**config.mk**
```make
export PLATFORM = sky130hd
export DESIGN_NAME = uart_tx_buf
export DESIGN_NICKNAME = d
export VERILOG_FILES = /design/src/rtl/uart_tx_buf.sv
export SDC_FILE = /design/constraint.sdc
export NUM_CORES = 1
export LEC_CHECK = 0
export ABC_CLOCK_PERIOD_IN_PS = 3400
export CORE_MARGIN = 4
export CORE_UTILIZATION = 35
export DETAILED_ROUTE_END_ITERATION = 8
export GPL_ROUTABILITY_DRIVEN = 0
export GPL_TIMING_DRIVEN = 0
export HOLD_SLACK_MARGIN = 0.15
export PLACE_DENSITY_LB_ADDON = 0.2
export SYNTH_ARGS = -nofsm -noshare
export SYNTH_HDL_FRONTEND = slang
export SYNTH_SLANG_ARGS = --single-unit
```
**constraint.sdc**
```tcl
create_clock -name clk -period 3.4 [get_ports clk]
set_input_delay 1.02 -clock clk [delete_from_list [all_inputs] [get_ports clk]]
set_output_delay 1.02 -clock clk [all_outputs]
set_load 0.01 [all_outputs]
```
**src/rtl/uart_tx_buf.sv**
```systemverilog
// Byte FIFO feeding a UART transmitter through a four-state send sequencer.
// Optional macro UART_TX_CRLF_EN expands each popped LF into a CR then LF.
module uart_tx_buf #(
    parameter int DEPTH = 16
) (
    input  logic                     clk,
    input  logic                     reset,
    input  logic [7:0]               ut_tx_data,
    input  logic                     ut_tx_data_rdy,
    input  logic                     erase,
    input  logic                     tx_busy,
    output logic [7:0]               tx_data,
    output logic                     tx_data_rdy,
    output logic                     ut_full,
    output logic                     ut_empty,
    output logic [$clog2(DEPTH):0]   ut_count,
    output logic                     ut_done
);
    localparam int AW = $clog2(DEPTH);
    localparam logic [AW:0] PTR_ONE = {{AW{1'b0}}, 1'b1};
    localparam logic [7:0]  LF = 8'h0A;
`ifdef UART_TX_CRLF_EN
    localparam logic [7:0]  CR = 8'h0D;
`endif

    typedef enum logic [1:0] {
        S_IDLE,
        S_SEND,
        S_WAIT_HI,
        S_WAIT_LO
    } state_t;

    state_t      r_state;
    logic [AW:0] r_wr_ptr;
    logic [AW:0] r_rd_ptr;
    logic [7:0]  r_mem [DEPTH];
    logic [7:0]  r_tx_data;
    logic        r_tx_data_rdy;
    logic        r_done;
    logic [7:0]  w_head;
    logic        w_push;
    logic        w_pop;
    logic        w_pend;

`ifdef UART_TX_CRLF_EN
    logic        r_crlf_pend;
    assign w_pend = r_crlf_pend;
`else
    assign w_pend = 1'b0;
`endif

    assign ut_empty    = (r_wr_ptr == r_rd_ptr);
    assign ut_full     = (r_wr_ptr[AW] != r_rd_ptr[AW]) &&
                         (r_wr_ptr[AW-1:0] == r_rd_ptr[AW-1:0]);
    assign ut_count    = r_wr_ptr - r_rd_ptr;
    assign w_head      = r_mem[r_rd_ptr[AW-1:0]];
    assign tx_data     = r_tx_data;
    assign tx_data_rdy = r_tx_data_rdy;
    assign ut_done     = r_done;

    // A pop in the same cycle frees the slot, so a push into a full FIFO is accepted then.
    assign w_pop  = (r_state == S_IDLE) && !ut_empty && !tx_busy && !erase && !w_pend;
    assign w_push = ut_tx_data_rdy && !erase && (!ut_full || w_pop);

    always_ff @(posedge clk) begin
        if (w_push) begin
            r_mem[r_wr_ptr[AW-1:0]] <= ut_tx_data;
        end
    end

    always_ff @(posedge clk or negedge reset) begin
        if (!reset) begin
            r_wr_ptr <= '0;
            r_rd_ptr <= '0;
        end else if (erase) begin
            r_wr_ptr <= '0;
            r_rd_ptr <= '0;
        end else begin
            if (w_push) r_wr_ptr <= r_wr_ptr + PTR_ONE;
            if (w_pop)  r_rd_ptr <= r_rd_ptr + PTR_ONE;
        end
    end

    always_ff @(posedge clk or negedge reset) begin
        if (!reset) begin
            r_state       <= S_IDLE;
            r_tx_data     <= 8'h00;
            r_tx_data_rdy <= 1'b0;
            r_done        <= 1'b0;
`ifdef UART_TX_CRLF_EN
            r_crlf_pend   <= 1'b0;
`endif
        end else begin
            r_tx_data_rdy <= 1'b0;
            r_done        <= 1'b0;
            if (erase) begin
                r_state <= S_IDLE;
`ifdef UART_TX_CRLF_EN
                r_crlf_pend <= 1'b0;
`endif
            end else begin
                case (r_state)
                    S_IDLE: begin
`ifdef UART_TX_CRLF_EN
                        if (r_crlf_pend) begin
                            if (!tx_busy) begin
                                r_tx_data   <= LF;
                                r_crlf_pend <= 1'b0;
                                r_state     <= S_SEND;
                            end
                        end else
`endif
                        if (w_pop) begin
`ifdef UART_TX_CRLF_EN
                            if (w_head == LF) begin
                                r_tx_data   <= CR;
                                r_crlf_pend <= 1'b1;
                            end else begin
                                r_tx_data   <= w_head;
                            end
`else
                            r_tx_data <= w_head;
`endif
                            r_state <= S_SEND;
                        end
                    end
                    S_SEND: begin
                        // Never strobe into a transmitter that is still busy.
                        if (!tx_busy) begin
                            r_tx_data_rdy <= 1'b1;
                            r_state       <= S_WAIT_HI;
                        end
                    end
                    S_WAIT_HI: begin
                        if (tx_busy) r_state <= S_WAIT_LO;
                    end
                    S_WAIT_LO: begin
                        if (!tx_busy) begin
                            r_state <= S_IDLE;
                            if (ut_empty && !w_pend) r_done <= 1'b1;
                        end
                    end
                    default: r_state <= S_IDLE;
                endcase
            end
        end
    end

    // LF is referenced only by the CRLF build; keep it visible in the default one.
    logic w_lf_unused;
    assign w_lf_unused = ^LF;
endmodule

```
==> flow_metrics.env, run 1 <==
export IMPL_worst_setup_path_type="primary input to register"
export IMPL_drc=0
export IMPL_placed_area_um2=6817
export IMPL_grt_max_degree=23
export IMPL_start_util=0.3585
export IMPL_clock_path_buffers=2
export IMPL_power_leakage_nw=2.477
export IMPL_die_w_um=141.6
export IMPL_power_mw=4.773
export IMPL_p_comb_frac=0.134
export IMPL_crit_start="tx_busy"
export IMPL_grt_pass1_vias=3556
export IMPL_hold_buffers=0
export IMPL_async_flop_share=0.1467
export IMPL_synthFlopType="edfxtp_1"
export IMPL_drv_cap=0
export IMPL_cts_made_buffers=17
export IMPL_stdcell_area_um2=7492
export IMPL_antenna_left=0
export IMPL_relSlewSlack=0.08378
export IMPL_r2r_slack_ps=290
export IMPL_swShare=0.2422
export IMPL_peakVddDrop_mv=0.4403
export IMPL_rsz0062_at_grt="false"
export IMPL_power_switching_mw=1.156
export IMPL_num_rows=48
export IMPL_nets=466
export IMPL_instances_no_fill=677
export IMPL_grt_total_usage=0.1458
export IMPL_synthToLayoutAreaGrowth_pct=19.98
export IMPL_cts_tree="built"
export IMPL_yosysWarnings=0
export IMPL_first_iter_violations=254
export IMPL_required_ps=3430
export IMPL_drive_gt1_frac=0.1438
export IMPL_m1WireLength_mm=6.174
export IMPL_yosysSeqAreaShare=0.7037
export IMPL_synth_edf_count=128
export IMPL_post_place_ws_ps=-469.2
export IMPL_drt_pre_antenna_iters=6
export IMPL_port_buffers=29
export IMPL_hold_viol=0
export IMPL_worst_r2r_cell_count=7
export IMPL_drv_slew=0
export IMPL_place_inst=646
export IMPL_cts_root_buf="clkbuf_16"
export IMPL_setup_viol=0
export IMPL_setup_ws_ps=121.4
export IMPL_clock_skew_ps=9.828
export IMPL_r2r_end="r_mem[2][2]"
export IMPL_cts_sinks=150
export IMPL_fin_crit_sh=0.9643
export IMPL_crit_fanout=8
export IMPL_layout_common_cells="edfxtp_1, mux2i_1, nor2_1"
export IMPL_clock_power_share=0.417
export IMPL_die_h_um=141.6
export IMPL_endpoint="r_mem[2][2]"
export IMPL_drt_wirelength_per_cell_um=20.25
export IMPL_endpoint_kind="register"
export IMPL_via_count=3381
export IMPL_grt_ovfl_total=0
export IMPL_synthCells=392
export IMPL_syn_avg_cell_area_um2=15.93
export IMPL_viasPerCell=4.994
export IMPL_fin_crit_ps=3279
export IMPL_syn_num_nets=419
export IMPL_antenna_found_initial=0
export IMPL_grt_pass1_wl_mm=21.28
export IMPL_diodes=0
export IMPL_powerDensity_nw_per_um2=637.1
export IMPL_pwr_share_seq=0.449
export IMPL_hold_path_class="register to register"
export IMPL_p_int_mw=3.617
export IMPL_hpwl_mm=9.079
export IMPL_worst_slew_pin_slew_ps=1364
export IMPL_highest_layer="met4"
export IMPL_ios=30
export IMPL_insertion_delay_ps=420
export IMPL_timing_rr_start="r_rd_ptr[2]"
export IMPL_die_area_um2=20040
export IMPL_dr_wl_met2_mm=6.741
export IMPL_fmax_ghz=0.3050
export IMPL_ys_ff_latch=150
export IMPL_htree_levels=4
export IMPL_syn_cell_area_um2=6245
export IMPL_status="finished, final reports clean"
export IMPL_path_clk_slew_ps=60
export IMPL_synth_cell_types=43
export IMPL_cp_arrival_ps=3310
export IMPL_final_util=0.4302
export IMPL_wl_met3_um=570
export IMPL_wl_mm=13.71
export IMPL_coreArea_um2=17420
export IMPL_layout_commonest_cell="edfxtp_1"
export IMPL_startpoint_type="primary input"
-- cell families after synthesis --
family / synth area share
adders and majority gates: 0.02925
and+or+nand+nor: 0.05210
DFF: 0.7037
AOI/OAI and AO/OA: 0.06712
xor gates and xnor gates: 0.01503
buffers and inverters: 0.02044
muxes: 0.1124
-- worst min path at each step --
| stage | startpoint | end | slack (ps) | cells past startpoint |
|---|---|---|---|---|
| 2_1_floorplan | r_state[0] | r_state[0] | 560 | 1 |
| 3_3_place_gp | tx_data[2] | tx_data[2] | 560 | 2 |
| 3_5_place_dp | tx_data[6] | tx_data[6] | 570 | 2 |
| 4_1_cts | tx_data[4] | tx_data[4] | 580 | 2 |
| 5_1_grt | tx_data[7] | tx_data[7] | 610 | 2 |
| 6_report | tx_data[1] | tx_data[1] | 570 | 2 |
-- state kept, by name (all words and copies together), names as in the netlist --
name	flops
r_mem	128
r_rd_ptr	5
r_state	2
r_wr_ptr	5
tx_data	8
tx_data_rdy	1
ut_done	1
-- synth_stat cells, drive strengths merged (11+ instances only) --
cell type / number / share of area
dfrtp: 22 / 0.088
inv: 11 / 0.0066
mux2i: 51 / 0.082
ha: 13 / 0.026
edfxtp: 128 / 0.62
o21ai: 14 / 0.012
nor2: 42 / 0.025
o22ai: 16 / 0.016
buf: 11 / 0.010
-- power groups by stage --
| stage | Clock (mW) | Sequential (mW) | Combinational [mW] |
|---|---|---|---|
| 2_1_floorplan | 0 | 2.18 | 0.337 |
| 3_3_place_gp | 0 | 2.18 | 0.638 |
| 3_5_place_dp | 0 | 2.18 | 0.651 |
| 4_1_cts | 2.02 | 2.14 | 0.658 |
| 5_1_grt | 2.11 | 2.15 | 0.707 |
| 6_report | 1.99 | 2.14 | 0.640 |
-- layer usage --
| layer | track usage | up-vias |
|---|---|---|
| met5 | 0 | - |
| met4 | 0.04899 | 0 |
| met3 | 0.03472 | 16 |
| met2 | 0.2379 | 58 |
| met1 | 0.1924 | 1700 |
| li1 | - | 1607 |
-- worst max-delay path, stage by stage --
cell	delay, ps
clkdlybuf4s50_1	460
and2b_2	340
o311a_1	250
nand2_1	170
nor3_1	1070
-- repair_timing --
item | CTS | global route
setup endpoints to repair | 78 | 2
gates resized for setup | 17 | 3
buffers inserted | 2 | 0
endpoints found under the hold margin | 0 | 0
-- stage by stage --
stage               hold WS (ps)  setup TNS (ps)
finish                     569.2               0
global route               613.5               0
CTS                        580.2               0
detailed placement         566.3          -14980
global placement           564.1          -11890
floorplan                  559.2               0
-- layout make-up --
type / instances / area [um^2]
plain buffers: 14 / 95.09
clock inverters: 13 / 193.9
well taps: 225 / 281.5
clock buffers: 19 / 432.9
flip-flops and latches: 150 / 4397
fillers: 1574 / 9925
inverters: 11 / 41.29
repair buffers: 31 / 299.0
multi-input cells: 214 / 1752
(Power assumes the default switching activity.)
==> inputs of run 2 (changes only) <==
Settings changed: CORE_UTILIZATION 35 to 55.
==> flow_metrics.env, run 2 (same netlist as run 1, synthesis figures left out) <==
export IMPL_start_util=0.5686
export IMPL_hold_buffers=0
export IMPL_crit_fanout=4
export IMPL_clock_skew_ps=6.846
export IMPL_antenna_left=0
export IMPL_grt_total_usage=0.2153
export IMPL_peakVddDrop_mv=0.4593
export IMPL_hpwl_mm=8.289
export IMPL_placed_area_um2=6710
export IMPL_largest_reg_flops=128
export IMPL_place_inst=561
export IMPL_endpoint_kind="primary output"
export IMPL_wl_mm=12.85
export IMPL_viasPerCell=5.864
export IMPL_path_clk_slew_ps=60
export IMPL_whs_path_depth=2
export IMPL_drt_wirelength_per_cell_um=21.63
export IMPL_cp_cell_sequence="inv_2 > ha_1 > inv_1 > fa_1 > xor2_1 > clkdlybuf4s50_1"
export IMPL_drv_slew=0
export IMPL_drv_cap=0
export IMPL_nets=468
export IMPL_worst_setup_path_type="register to primary output"
export IMPL_power_mw=4.662
export IMPL_setup_tns_ps=0
export IMPL_die_w_um=114.6
export IMPL_port_buffers=29
export IMPL_drc=0
export IMPL_startpoint_type="register"
export IMPL_htree_levels=4
export IMPL_grt_pass1_vias=3530
export IMPL_relSlewSlack=0.1832
export IMPL_cts_tree="built"
export IMPL_num_fill_cells=749
export IMPL_stdcell_area_um2=7353
export IMPL_cp_depth=6
export IMPL_cts_made_buffers=17
export IMPL_die_h_um=114.6
export IMPL_drt_pre_antenna_iters=4
export IMPL_insertion_delay_ps=420
export IMPL_diodes=0
export IMPL_setup_ws_ps=112.4
export IMPL_fin_crit_sh=0.9670
export IMPL_max_stage_delay_ps=550
export IMPL_ios=30
export IMPL_first_iter_violations=269
export IMPL_crit_slowest_cell="clkdlybuf4s50_1"
export IMPL_hold_path_class="register to register"
export IMPL_required_ps=2380
export IMPL_post_place_ws_ps=-457.4
export IMPL_die_area_um2=13120
export IMPL_via_count=3483
export IMPL_antenna_found_initial=0
export IMPL_cp_arrival_ps=2270
export IMPL_power_leakage_nw=2.452
export IMPL_status="finished, final reports clean"
export IMPL_critPathTopFamily="buffers and inverters"
export IMPL_setup_viol=0
export IMPL_hold_viol=0
export IMPL_coreArea_um2=10980
export IMPL_layout_commonest_cell="edfxtp_1"
export IMPL_clock_path_buffers=2
export IMPL_cts_root_buf="clkbuf_16"
export IMPL_fmax_ghz=0.3042
export IMPL_grt_max_degree=23
export IMPL_rsz0062_at_grt="false"
export IMPL_cts_sinks=150
export IMPL_drive_gt1_frac=0.1432
export IMPL_fin_crit_ps=3288
export IMPL_grt_ovfl_total=0
export IMPL_worst_slew_pin_slew_ps=1216
export IMPL_grt_pass1_wl_mm=20.36
export IMPL_layout_common_cells="edfxtp_1, mux2i_1, nor2_1"
export IMPL_cp_buffers_inverters=3
export IMPL_instances_no_fill=594
export IMPL_worst_r2r_cell_count=8
export IMPL_synthToLayoutAreaGrowth_pct=17.75
export IMPL_num_rows=38
export IMPL_powerDensity_nw_per_um2=634.0
run 2: cell types whose count changed in the layout (fill, tap and decap cells not counted), sizes merged:
cell / change
clkdlybuf4s50: +3
buf: +1
bufinv: -1
dlygate4sd2: -2
clkinv: +3
dlymetal6s2s: -1
clkbuf: +4
inv: -5
run 2: layer usage:
metal | up-vias | routed length (um) | track usage
met5 | - | 0 | 0
met4 | 0 | 206 | 0.07918
met3 | 16 | 854 | 0.04863
met2 | 121 | 6211 | 0.3329
met1 | 1733 | 5579 | 0.3020
li1 | 1613 | - | -
run 2: metrics by stage:
step,util,hold WS [ps]
final,0.6695,583.3
after global routing,0.6695,607.5
after CTS,0.6694,581.9
after detailed placement,0.6110,559.3
after global placement,0.6110,572.3
after floorplan,-,559.2
run 2: worst paths after layout:
| path | startpoint | to | slack [ps] |
|---|---|---|---|
| max in group asynchronous | reset | r_rd_ptr[1] | 1520 |
| min in group asynchronous | reset | r_wr_ptr[2] | 1180 |
| worst max-delay path | r_wr_ptr[0] | ut_count[2] | 110 |
| worst max register to register | r_rd_ptr[3] | r_mem[1][6] | 300 |
| worst min register to register | tx_data[3] | tx_data[3] | 580 |
| worst min-delay path | tx_data[3] | tx_data[3] | 580 |
run 2: worst register-to-register path, stage by stage, from the launching register on:
cell      delay (ps)
dfrtp_1          320
clkbuf_4         240
inv_1             60
ha_1             340
nand4_4          130
buf_4            180
o311a_1          250
nand2_1          210
nor3_1           980
run 2: area by class of cell:
class | instances | area (um^2) | share of cell area
Multi-Input combinational cell | 214 | 1739 | 0.2365
Clock buffer | 22 | 464.2 | 0.06313
Inverter | 11 | 41.29 | 0.005615
Clock inverter | 10 | 127.6 | 0.01736
Buffer | 14 | 95.09 | 0.01293
Sequential cell | 150 | 4397 | 0.5979
Timing Repair Buffer | 33 | 314.1 | 0.04271
Tap cell | 140 | 175.2 | 0.02382
run 2: repair_timing:
action / CTS / global route
pin swaps: 1 / 0
setup buffers: 4 / 0
resized for setup: 11 / 5
endpoints found under the setup margin: 110 / 16
run 2: report_power, final:
group	total [mW]	internal, mW	leakage, nW	switching [mW]
clock network	1.86	1.18	0.293	0.678
registers	2.15	2.08	1.43	0.0694
logic	0.652	0.309	0.729	0.343
==> inputs of run 3 (changes only) <==
Settings changed: CORE_UTILIZATION 55 to 49, PLACE_DENSITY set to 0.67, PLACE_DENSITY_LB_ADDON 0.2 to unset.
==> flow_metrics.env, run 3 (same netlist as run 1, synthesis figures left out) <==
export IMPL_fin_crit_ps=3308
export IMPL_cts_sinks=150
export IMPL_layout_commonest_cell="edfxtp_1"
export IMPL_clock_skew_ps=5.175
export IMPL_required_ps=2380
export IMPL_cts_made_buffers=17
export IMPL_worst_setup_path_type="register to primary output"
export IMPL_ios=30
export IMPL_hold_viol=0
export IMPL_wl_mm=13.05
export IMPL_num_rows=40
export IMPL_path_clk_slew_ps=60
export IMPL_powerDensity_nw_per_um2=602.2
export IMPL_cp_arrival_ps=2290
export IMPL_setup_ws_ps=91.83
export IMPL_htree_levels=4
export IMPL_antenna_left=0
export IMPL_layout_common_cells="edfxtp_1, mux2i_1, nor2_1"
export IMPL_die_area_um2=14610
export IMPL_via_count=3449
export IMPL_drc=0
export IMPL_viasPerCell=5.554
export IMPL_setup_viol=0
export IMPL_nets=468
export IMPL_grt_ovfl_total=0
export IMPL_place_inst=589
export IMPL_grt_total_usage=0.1882
export IMPL_drt_pre_antenna_iters=6
export IMPL_fin_crit_sh=0.9730
export IMPL_antenna_found_initial=0
export IMPL_start_util=0.5093
export IMPL_power_leakage_nw=2.403
export IMPL_status="finished, final reports clean"
export IMPL_largest_reg_flops=128
export IMPL_cts_tree="built"
export IMPL_post_place_ws_ps=-470.9
export IMPL_port_buffers=29
export IMPL_whs_ps=561.9
export IMPL_rsz0062_at_grt="false"
export IMPL_diodes=0
export IMPL_relSlewSlack=0.2458
export IMPL_die_h_um=120.9
export IMPL_drv_cap=0
export IMPL_insertion_delay_ps=410
export IMPL_hold_path_class="register to register"
export IMPL_drv_slew=0
export IMPL_peakVddDrop_mv=0.4033
export IMPL_drt_wirelength_per_cell_um=21.01
export IMPL_hpwl_mm=8.595
export IMPL_clock_path_buffers=2
export IMPL_worst_slew_pin_slew_ps=1123
export IMPL_startpoint_type="register"
export IMPL_first_iter_violations=288
export IMPL_drive_gt1_frac=0.1435
export IMPL_hold_buffers=0
export IMPL_coreArea_um2=12260
export IMPL_power_mw=4.408
export IMPL_instances_no_fill=621
export IMPL_fmax_ghz=0.3023
export IMPL_endpoint_kind="primary output"
export IMPL_cts_root_buf="clkbuf_16"
export IMPL_synthToLayoutAreaGrowth_pct=17.23
export IMPL_grt_pass1_vias=3366
export IMPL_die_w_um=120.9
export IMPL_grt_max_degree=23
export IMPL_grt_pass1_wl_mm=19.76
export IMPL_crit_fanout=16
[run 3: cell types whose count changed in the layout (fill, tap and decap cells not counted)]
cell | previous run | this run
nor3_2 | 1 | 3
clkinv_1 | 0 | 4
bufinv_16 | 3 | 0
clkbuf_8 | 2 | 0
nor2_1 | 42 | 41
clkbuf_1 | 7 | 4
clkinvlp_4 | 1 | 6
nor2_2 | 0 | 1
clkinv_2 | 6 | 2
nor3_1 | 3 | 1
inv_6 | 0 | 2
dfrtp_2 | 2 | 1
dfrtp_1 | 20 | 21
[run 3: cell type report]
type / count / area, um^2
plain buffers: 14 / 95.09
clock buffers: 17 / 425.4
inverters: 11 / 41.29
multi-input cells: 214 / 1752
well taps: 168 / 210.2
clock inverters: 14 / 87.58
repair buffers: 33 / 314.1
flip-flops and latches: 150 / 4395
fillers: 937 / 4941
[run 3: per-layer routing]
metal | global-route usage | share of wire | wire (um) | up-vias
li1 | - | - | - | 1610
met1 | 0.2669 | 0.45 | 5822 | 1693
met2 | 0.2841 | 0.46 | 6062 | 124
met3 | 0.04009 | 0.067 | 876 | 22
met4 | 0.07861 | 0.022 | 287 | 0
met5 | 0 | 0 | 0 | -
[run 3: through the flow]
| stage | utilization | setup TNS [ps] | instance area (um^2) |
|---|---|---|---|
| 3_3_place_gp | 0.5501 | -10280 | 6745 |
| 5_1_grt | 0.5970 | 0 | 7321 |
| 2_1_floorplan | - | 0 | 6245 |
| 6_report | 0.5970 | 0 | 7321 |
| 3_5_place_dp | 0.5501 | -14150 | 6745 |
| 4_1_cts | 0.5962 | 0 | 7311 |
[run 3: path summary, 6_finish.rpt]
| check | start | endpoint | slack, ps | cells after the start |
|---|---|---|---|---|
| worst max-delay path | r_rd_ptr[3] | ut_empty | 90 | 6 |
| worst min-delay path | tx_data[0] | tx_data[0] | 560 | 2 |
| worst max register to register | r_rd_ptr[3] | r_mem[2][1] | 440 | 7 |
| worst min register to register | tx_data[0] | tx_data[0] | 560 | 2 |
| max in group asynchronous | reset | r_rd_ptr[1] | 1520 | 1 |
| min in group asynchronous | reset | r_wr_ptr[4] | 1180 | 1 |
[run 3: report_power, final]
| group | internal [mW] | switching [mW] | total, mW |
|---|---|---|---|
| logic | 0.310 | 0.339 | 0.649 |
| clock network | 0.916 | 0.703 | 1.62 |
| registers | 2.08 | 0.0627 | 2.14 |
[run 3: critical path, stage by stage, from the launching register on]
cell and delay (ps):
dfrtp_1 320, clkbuf_4 240, inv_1 80, ha_1 370
nand4_4 190, nor2_2 130, clkdlybuf4s50_1 540
[run 3: repair_timing]
item / 4_1_cts / 5_1_grt
endpoints found under the hold margin: 0 / 0
buffers inserted: 4 / 0
pin swaps: 1 / 0
resized for setup: 12 / 5
setup endpoints to repair: 102 / 19
